## config.mk

```make
export PLATFORM = sky130hd
export DESIGN_NAME = seg_scan
export DESIGN_NICKNAME = d
export VERILOG_FILES = /design/src/rtl/seg_pkg.sv /design/src/rtl/hex7seg.sv /design/src/rtl/seg_scan.sv
export SDC_FILE = /design/constraint.sdc
export NUM_CORES = 1
export LEC_CHECK = 0
export BUFFER_PORTS_ARGS = -buffer_cell sky130_fd_sc_hd__buf_2
export CAP_MARGIN = 5
export CORE_ASPECT_RATIO = 1.75
export CORE_MARGIN = 10
export CORE_UTILIZATION = 50
export DETAILED_ROUTE_END_ITERATION = 12
export HOLD_SLACK_MARGIN = 0.02
export MAX_ROUTING_LAYER = met4
export PLACE_DENSITY_LB_ADDON = 0.15
export SYNTH_ARGS = -nofsm -noshare
export SYNTH_HDL_FRONTEND = slang
export SYNTH_SLANG_ARGS = --single-unit
```

## constraint.sdc

```tcl
create_clock -name clk -period 2.65 [get_ports clk]
set_clock_uncertainty 0.1 [all_clocks]
set_input_delay 0 -clock clk [delete_from_list [all_inputs] [get_ports clk]]
set_output_delay 0 -clock clk [all_outputs]
set_load 0.02 [all_outputs]
```

## src/rtl/seg_pkg.sv

```systemverilog
// seg_pkg: shared definitions for the seven-segment scanner.
//   state_t    - scanner FSM encodings (BLANK / SHOW)
//   SEG_TABLE  - hex digit to active-low segment pattern {g,f,e,d,c,b,a}
//   SEG_OFF    - all segments dark, including dp
//   DIG_OFF    - no digit enabled
package seg_pkg;

    typedef enum logic {
        ST_BLANK = 1'b0,
        ST_SHOW  = 1'b1
    } state_t;

    localparam logic [6:0] SEG_TABLE [16] = '{
        7'h40, 7'h79, 7'h24, 7'h30,
        7'h19, 7'h12, 7'h02, 7'h78,
        7'h00, 7'h10, 7'h08, 7'h03,
        7'h46, 7'h21, 7'h06, 7'h0E
    };

    localparam logic [7:0] SEG_OFF = 8'hFF;
    localparam logic [3:0] DIG_OFF = 4'hF;

endpackage

```

## src/rtl/hex7seg.sv

```systemverilog
// hex7seg: combinational nibble to seven-segment decode (active-low).
//   i_nib  [3:0] - hex value to display
//   o_seg  [6:0] - segments {g,f,e,d,c,b,a}, 0 = lit
module hex7seg
    import seg_pkg::*;
(
    input  logic [3:0] i_nib,
    output logic [6:0] o_seg
);

    assign o_seg = SEG_TABLE[i_nib];

endmodule

```

## src/rtl/seg_scan.sv

```systemverilog
// seg_scan: four-digit multiplexed seven-segment scanner.
// Shows one 16-bit half of a captured 32-bit word, one digit per slot of
// DIV_MAX clocks, with a single blank cycle at the start of every slot to
// avoid ghosting while the digit enable moves.
//   clk            - sole clock
//   rst            - synchronous active-high reset
//   data_in [31:0] - word to display
//   data_vld       - capture strobe for data_in
//   printhl        - asynchronous half select (1 = bits 31:16)
//   printsig [7:0] - active-low segments {dp,g,f,e,d,c,b,a}, registered
//   segslct  [3:0] - active-low one-hot digit enable, registered
//
// state    | meaning
// ---------+--------------------------------------------------------
// ST_BLANK | one cycle after a slot boundary or reset; all outputs off
// ST_SHOW  | digit r_dig enabled with its nibble until the next tick
module seg_scan
    import seg_pkg::*;
#(
    parameter int DIV_MAX     = 50000,
    parameter int SYNC_STAGES = 2
)
(
    input  logic        clk,
    input  logic        rst,
    input  logic [31:0] data_in,
    input  logic        data_vld,
    input  logic        printhl,
    output logic [7:0]  printsig,
    output logic [3:0]  segslct
);

    localparam int             PW         = (DIV_MAX > 1) ? $clog2(DIV_MAX) : 1;
    localparam logic [PW-1:0]  PRESC_LAST = PW'(DIV_MAX - 1);

    logic [31:0]            r_shadow;
    logic [SYNC_STAGES-1:0] r_sync;
    logic [PW-1:0]          r_presc;
    logic [1:0]             r_dig;
    state_t                 r_state;
    logic [7:0]             r_printsig;
    logic [3:0]             r_segslct;

    state_t                 w_state_nxt;
    logic                   w_tick;
    logic                   w_hl;
    logic [4:0]             w_base;
    logic [3:0]             w_nib;
    logic [6:0]             w_seg7;
    logic [7:0]             w_printsig_nxt;
    logic [3:0]             w_segslct_nxt;

    assign w_tick = (r_presc == PRESC_LAST);
    assign w_hl   = r_sync[SYNC_STAGES-1];

    // Bit offset of the nibble: half select adds 16, digit index adds 4n.
    assign w_base = {w_hl, r_dig, 2'b00};
    assign w_nib  = r_shadow[w_base +: 4];

    hex7seg u_hex7seg (
        .i_nib (w_nib),
        .o_seg (w_seg7)
    );

    always_comb begin
        w_state_nxt    = r_state;
        w_segslct_nxt  = DIG_OFF;
        w_printsig_nxt = SEG_OFF;

        case (r_state)
            ST_BLANK: w_state_nxt = ST_SHOW;
            ST_SHOW:  if (w_tick) w_state_nxt = ST_BLANK;
            default:  w_state_nxt = ST_BLANK;
        endcase

        // Outputs are decoded for the state being entered so the flops
        // present them in the same cycle the state register does.
        if (w_state_nxt == ST_SHOW) begin
            w_segslct_nxt  = ~(4'b0001 << r_dig);
            w_printsig_nxt = {~(w_hl && (r_dig == 2'd3)), w_seg7};
        end
    end

    always_ff @(posedge clk) begin
        if (rst) begin
            r_shadow   <= '0;
            r_sync     <= '0;
            r_presc    <= '0;
            r_dig      <= '0;
            r_state    <= ST_BLANK;
            r_printsig <= SEG_OFF;
            r_segslct  <= DIG_OFF;
        end else begin
            if (data_vld) r_shadow <= data_in;

            r_sync[0] <= printhl;
            for (int i = 1; i < SYNC_STAGES; i++) begin
                r_sync[i] <= r_sync[i-1];
            end

            r_presc <= w_tick ? '0 : r_presc + PW'(1);
            if (w_tick) r_dig <= r_dig + 2'd1;

            r_state    <= w_state_nxt;
            r_printsig <= w_printsig_nxt;
            r_segslct  <= w_segslct_nxt;
        end
    end

    assign printsig = r_printsig;
    assign segslct  = r_segslct;

endmodule

```

==> results of run 1 <==
[critical path, cell delays in order (launching register included)]
cell and delay (ns):
dfxtp_2 0.42, mux4_2 0.52, mux2i_1 0.20, inv_1 0.14, ha_1 0.26, a211oi_1 0.20, o2bb2a_1 0.24, o41a_1 0.10
[state kept, by name, indices dropped and copies added, names as in the netlist]
name,cells
r_shadow,32
r_dig,2
r_sync,2
r_presc,16
segslct,4
printsig,8
r_state,1
[area by class of cell]
cell class,instances,area [sq um]
clock buffers,10,128
clock inverters,6,35.0
fillers,492,1930
inverters,10,37.5
multi-input cells,195,1450
flip-flops and latches,65,1300
well taps,76,95.1
repair buffers,85,603
[metal layers]
| layer | GRT usage | wire (um) | up-vias |
|---|---|---|---|
| met5 | - | 0 | - |
| met1 | 0.155 | 2510 | 1028 |
| met2 | 0.261 | 3360 | 47 |
| li1 | - | - | 1134 |
| met4 | 0.0745 | 161 | 0 |
| met3 | 0.0423 | 233 | 14 |
[cell families (layout without fill, tap and decap cells)]
group / Yosys count / count (layout) / share of synthesized area
buf+inv: 23 / 111 / 0.0401
flops: 65 / 65 / 0.454
compound gates: 25 / 25 / 0.0611
xor+xnor: 13 / 13 / 0.0397
mux: 47 / 47 / 0.195
simple gates: 99 / 99 / 0.162
fa+ha+maj: 11 / 11 / 0.0480
[stage by stage]
stage / utilization / std cells / setup WS (ns)
final: 0.654 / 447 / 0.358
after global routing: 0.654 / 447 / 0.0970
after CTS: 0.654 / 447 / 0.208
after detailed placement: 0.566 / 398 / 0.217
after global placement: 0.566 / 398 / 0.271
after floorplan: - / 283 / 0.0843
[worst min-delay path by stage]
| stage | start | endpoint | slack, ns | cells past startpoint |
|---|---|---|---|---|
| 6_report | rst | r_shadow[11]$_SDFFE_PP0P_ | 0.11 | 2 |
| 5_1_grt | rst | r_shadow[29]$_SDFFE_PP0P_ | 0.14 | 2 |
| 4_1_cts | rst | r_dig[0]$_SDFFE_PP0N_ | 0.11 | 2 |
| 3_5_place_dp | printhl | r_sync[0]$_SDFF_PP0_ | 0.13 | 2 |
| 3_3_place_gp | printhl | r_sync[0]$_SDFF_PP0_ | 0.13 | 2 |
| 2_1_floorplan | printhl | r_sync[0]$_SDFF_PP0_ | 0.03 | 1 |
[layout by cell type (no fill, tap or decap), types with 3 or more instances in the layout]
| cell | n |
|---|---|
| ha_1 | 11 |
| nor2_1 | 55 |
| dlygate4sd3_1 | 33 |
| xnor2_1 | 6 |
| o21ai_0 | 3 |
| o221ai_1 | 3 |
| dfxtp_1 | 64 |
| buf_4 | 5 |
| nor2b_1 | 4 |
| inv_1 | 9 |
| nand2_1 | 20 |
| or3_1 | 3 |
| nand3_1 | 5 |
| mux4_2 | 6 |
| clkinv_2 | 4 |
| buf_2 | 47 |
| mux2i_1 | 38 |
| a21oi_1 | 7 |
| clkbuf_8 | 9 |
| xor2_1 | 7 |
[power groups by stage]
stage	clock [W]	sequential [W]	combinational (W)
finish	0.000698	0.00105	0.000249
global route	0.000775	0.00105	0.000279
CTS	0.000721	0.00105	0.000252
detailed placement	0	0.00107	0.000213
global placement	0	0.00107	0.000211
floorplan	0	0.00108	0.000135
[timing repair]
action	CTS	global route
setup endpoints to repair	0	1
resized for setup	0	1
buffers inserted	0	0
hold endpoints to repair	33	0
hold buffers	33	0
==> results.txt, run 1 <==
vias in the first global route = 2411
routed vias = 2223
Num CTS Buffers = 9
crit path capture = printsig[0]$_SDFF_PP1_
final hold vios = 0
status = finished clean
Setup TNS = 0 ns
sw frac = 0.256
worst hold path class = input pin to flip-flop
Layout Nets = 413
R2R Setup Slk = 0.36 ns
cell taking the most area after synthesis = dfxtp_1
worst r2r src = r_dig[0]$_SDFFE_PP0N_
clock root buffer = clkbuf_8
Placement Cell Area = 3160 sq um
Synth Instances = 283
crit path max fanout = 6
Final setup viols = 0
total count of max-transition violations in the final report = 0
ys async rst share = 0
Clock power frac = 0.349
clk sinks = 65
Yosys top cell area share = 0.454
critical path startpoint category = flip-flop
WL/cell = 14.0 um
RR Endpoint = printsig[0]$_SDFF_PP1_
Seq cells post-synth = 65
syn_area_per_cell = 10.1 sq um
initial antenna violation count = 0
WP data required = 2.78 ns
P&R area growth vs syn = 27.3%
worst skew pair latency = 0.34 ns
Internal Power = 0.00149 W
first-pass GRT wire length = 11.2 mm
largest net degree at the start of global routing = 41
leading register cell type out of synthesis = dfxtp_1
kind of critical path = flip-flop to flip-flop
EDFF count, synth = 0
# IOs = 48
Max Fclk = 436 MHz
Reg power frac = 0.526
Max Root-Sink Buffers = 2
Vias per Instance = 4.97
Detailed Place HPWL = 4.46 mm
Worst VDD drop = 0.482 mV
crit path from = r_dig[0]$_SDFFE_PP0N_
WP data arrival = 2.42 ns
PwrDens = 547 nW/um^2
Synth Cell Area = 2870 sq um
syn_nets = 330
DRC = 0
Pwr Total = 0.00200 W
Min Clock Period, post-route = 2.29 ns
P_leak = 1.59 nW
fin crit share = 0.865
Unique masters post-synth = 44
Ys Warns = 0
Final Cell Area = 3650 sq um
H-tree depth = 3
nature of the critical path endpoint = flip-flop
GRT overflow = 0
register area share after synthesis = 0.454
# diodes = 0
share of layout cells above drive strength 1 = 0.224
logic gate share of total power = 0.125
maximum capacitance violations = 0
ANT nets after route = 0
Least-Margin Pin Slew = 0.933 ns
Starting Density = 0.514
Rows = 36
Die Span Y = 120 um
Die X = 77.3 um
gr usage total = 0.152
most frequent cell after synthesis = dfxtp_1
Synth area leaders = dfxtp_1 (45%), mux2i_1 (13%), nor2_1 (7.2%)
FF-to-FF path depth = 7
DR pass1 iterations = 4
Psw = 0.000512 W
GPL Wtd Cong = 0.779
die area = 9290 sq um
synth cell count leaders = dfxtp_1 (65), nor2_1 (55), mux2i_1 (38), nand2_1 (20), ha_1 (11)
CTS tree = done
CTS clk-pin slew, worst paths = 0.07 ns
RSZ-0062 raised after global routing = no
Rel. slew slack = 0.378
Port Buf Inserts = 47
initial DRC count = 160
Routed WL = 6.26 mm
Hold WS = 0.111 ns
CORE AREA = 5590 sq um
Note: power is estimated with default switching activity, not from simulation.
==> inputs of run 2 (changes only) <==
- clock period: 2.65 -> 1.9 ns (I/O delays scaled with it)
==> run 2 against run 1 <==
Net effect:
- the flow now finishes with violations (setup timing)
- non-clock buffer count is 53 higher
- critical path depth fell by 1
- wire length is 20% higher
- die area stayed put
- sequential share of layout area shrank 5.1 points
- critical endpoint unchanged
==> results.txt, run 2 (synthesis results as in run 1) <==
Vias per Instance = 4.95 (-0.47%)
CTS tree = done
Reg with most FFs = r_shadow
nature of the critical path endpoint = flip-flop
Pwr Total = 0.00295 W (+48%)
DR pass1 iterations = 4 (unchanged)
Worst VDD drop = 0.555 mV (+15%)
clk sinks = 65 (unchanged)
CP Buf/Inv Count = 0 (-1)
crit path max fanout = 6 (unchanged)
WP data arrival = 2.21 ns (-0.21 ns)
commonest non-fill, non-tap cells in the layout = dfxtp_1 (61), dlygate4sd3_1 (50), buf_2 (47)
Fillers = 417 (-15%)
max FFs per register = 32 (unchanged)
kind of critical path = flip-flop to flip-flop
maximum capacitance violations = 0 (unchanged)
Max Fclk = 479 MHz (+9.9%)
H-tree depth = 3 (unchanged)
Setup TNS = -2.14 ns (-2.14 ns)
dpl ws = -0.180 ns (-0.397 ns)
P&R area growth vs syn = 49.4%
Multi-input gate area = 1590 sq um (+9.7%)
WP data required = 2.03 ns (-0.75 ns)
largest net degree at the start of global routing = 33 (-20%)
Top Family by Delay on Critical Path = multiplexers
GRT overflow = 0 (unchanged)
CP peak stage delay = 0.51 ns (about the same)
worst skew pair latency = 0.35 ns (about the same)
WL/cell = 15.1 um (+7.5%)
gr usage total = 0.173 (+0.0214)
CORE AREA = 5590 sq um (unchanged)
Final setup viols = 24 (+24)
hold_sp = data_vld
commonest non-fill, non-tap cell in the layout = dfxtp_1
ANT nets after route = 0 (unchanged)
Routed WL = 7.51 mm (+20%)
first-pass GRT wire length = 12.6 mm (+12%)
# IOs = 48 (unchanged)
dpl cells = 430 (+8.0%)
Die Span Y = 120 um (unchanged)
die area = 9290 sq um (unchanged)
worst hold path class = input pin to flip-flop
routed vias = 2470 (+11%)
Starting Density = 0.514 (unchanged)
Placement Cell Area = 3450 sq um (+9.2%)
crit path from = r_dig[0]$_SDFFE_PP0N_
slowest stage cell, crit path = mux4_2
Min Clock Period, post-route = 2.09 ns (-0.206 ns)
Layout Nets = 466 (+13%)
FF+latch area = 1310 sq um (+0.48%)
fin cells = 499 (+12%)
worst r2r src = r_dig[0]$_SDFFE_PP0N_
status = finished with violations
P_leak = 1.89 nW (+19%)
critical path startpoint category = flip-flop
initial DRC count = 106 (-34%)
failing checks = setup timing
Die X = 77.3 um (unchanged)
Final Cell Area = 4290 sq um (+17%)
Num CTS Buffers = 9 (unchanged)
RSZ-0062 raised after global routing = yes
Max Root-Sink Buffers = 2 (unchanged)
total count of max-transition violations in the final report = 0 (unchanged)
Least-Margin Pin Slew = 0.544 ns (-0.389 ns)
DRC = 0 (unchanged)
Port Buf Inserts = 47 (unchanged)
final hold vios = 0 (unchanged)
vias in the first global route = 2700 (+12%)
# diodes = 0 (unchanged)
CTS clk-pin slew, worst paths = 0.07 ns (about the same)
Detailed Place HPWL = 4.82 mm (+8.0%)
initial antenna violation count = 0 (unchanged)
fin crit share = 1.10 (+0.233)
PwrDens = 689 nW/um^2 (+26%)
Rel. slew slack = 0.637 (+0.259)
smallest setup slack after layout = -0.186 ns (-0.544 ns)
clock root buffer = clkbuf_8
Rows = 36 (unchanged)
share of layout cells above drive strength 1 = 0.338 (+0.114)
GPL Wtd Cong = 0.862 (+11%)
CP cell instances = mux4_2 > mux2_4 > ha_4 > a211oi_2 > o2bb2a_2 > o41a_1
## run 2: cell count changes in the layout (fill, tap and decap cells not counted), sizes merged
cell | previous run | this run
buf | 52 | 88
clkbuf | 10 | 15
clkinv | 5 | 1
clkinvlp | 2 | 0
dlygate4sd3 | 33 | 50
## run 2: metal layers
metal  track usage  vias to the layer above  wire length [um]
met1         0.161                     1146              2740
met2         0.316                       55              4280
met5             -                        -                 0
met3        0.0386                       26               212
met4         0.101                        0               276
li1              -                     1243                 -
## run 2: power by group
| group | total [W] | switching, W | leakage [nW] | internal (W) |
|---|---|---|---|---|
| clock | 0.00102 | 0.000482 | 0.0838 | 0.000540 |
| combinational | 0.000464 | 0.000212 | 1.26 | 0.000252 |
| sequential | 0.00146 | 0.0000349 | 0.537 | 0.00143 |
| total | 0.00295 | 0.000730 | 1.89 | 0.00222 |
## run 2: worst register-to-register path: stages (launching register included)
cell      delay, ns
dfxtp_4        0.40
mux4_2         0.51
mux2_4         0.31
ha_4           0.18
a211oi_2       0.13
o2bb2a_2       0.22
o41a_1         0.11
## run 2: cell type report
| class | instances | area share |
|---|---|---|
| Clock buffer | 15 | 0.0388 |
| Inverter | 10 | 0.00876 |
| Multi-Input combinational cell | 195 | 0.372 |
| Sequential cell | 65 | 0.305 |
| Timing Repair Buffer | 138 | 0.253 |
| Tap cell | 76 | 0.0222 |
## run 2: timing repair
item,in CTS,in global routing
hold buffers,50,0
resized for setup,16,26
endpoints found under the hold margin,34,0
buffers inserted,3,2
endpoints found under the setup margin,23,24
gates cloned,1,0
pin swaps,8,10
## run 2: path summary, 6_finish.rpt
path / end / slack, ns / depth (start not counted)
max: printsig[0]$_SDFF_PP1_ / -0.19 / 6
min: r_shadow[9]$_SDFFE_PP0P_ / 0.23 / 4
max reg2reg: printsig[0]$_SDFF_PP1_ / -0.19 / 6
min reg2reg: r_sync[1]$_SDFF_PP0_ / 0.34 / 1
## run 2: stage by stage
| step | hold slack (ns) | util |
|---|---|---|
| CTS | 0.204 | 0.754 |
| floorplan | 0.0282 | - |
| global placement | 0.130 | 0.618 |
| global route | 0.243 | 0.767 |
| detailed placement | 0.131 | 0.618 |
| finish | 0.229 | 0.767 |
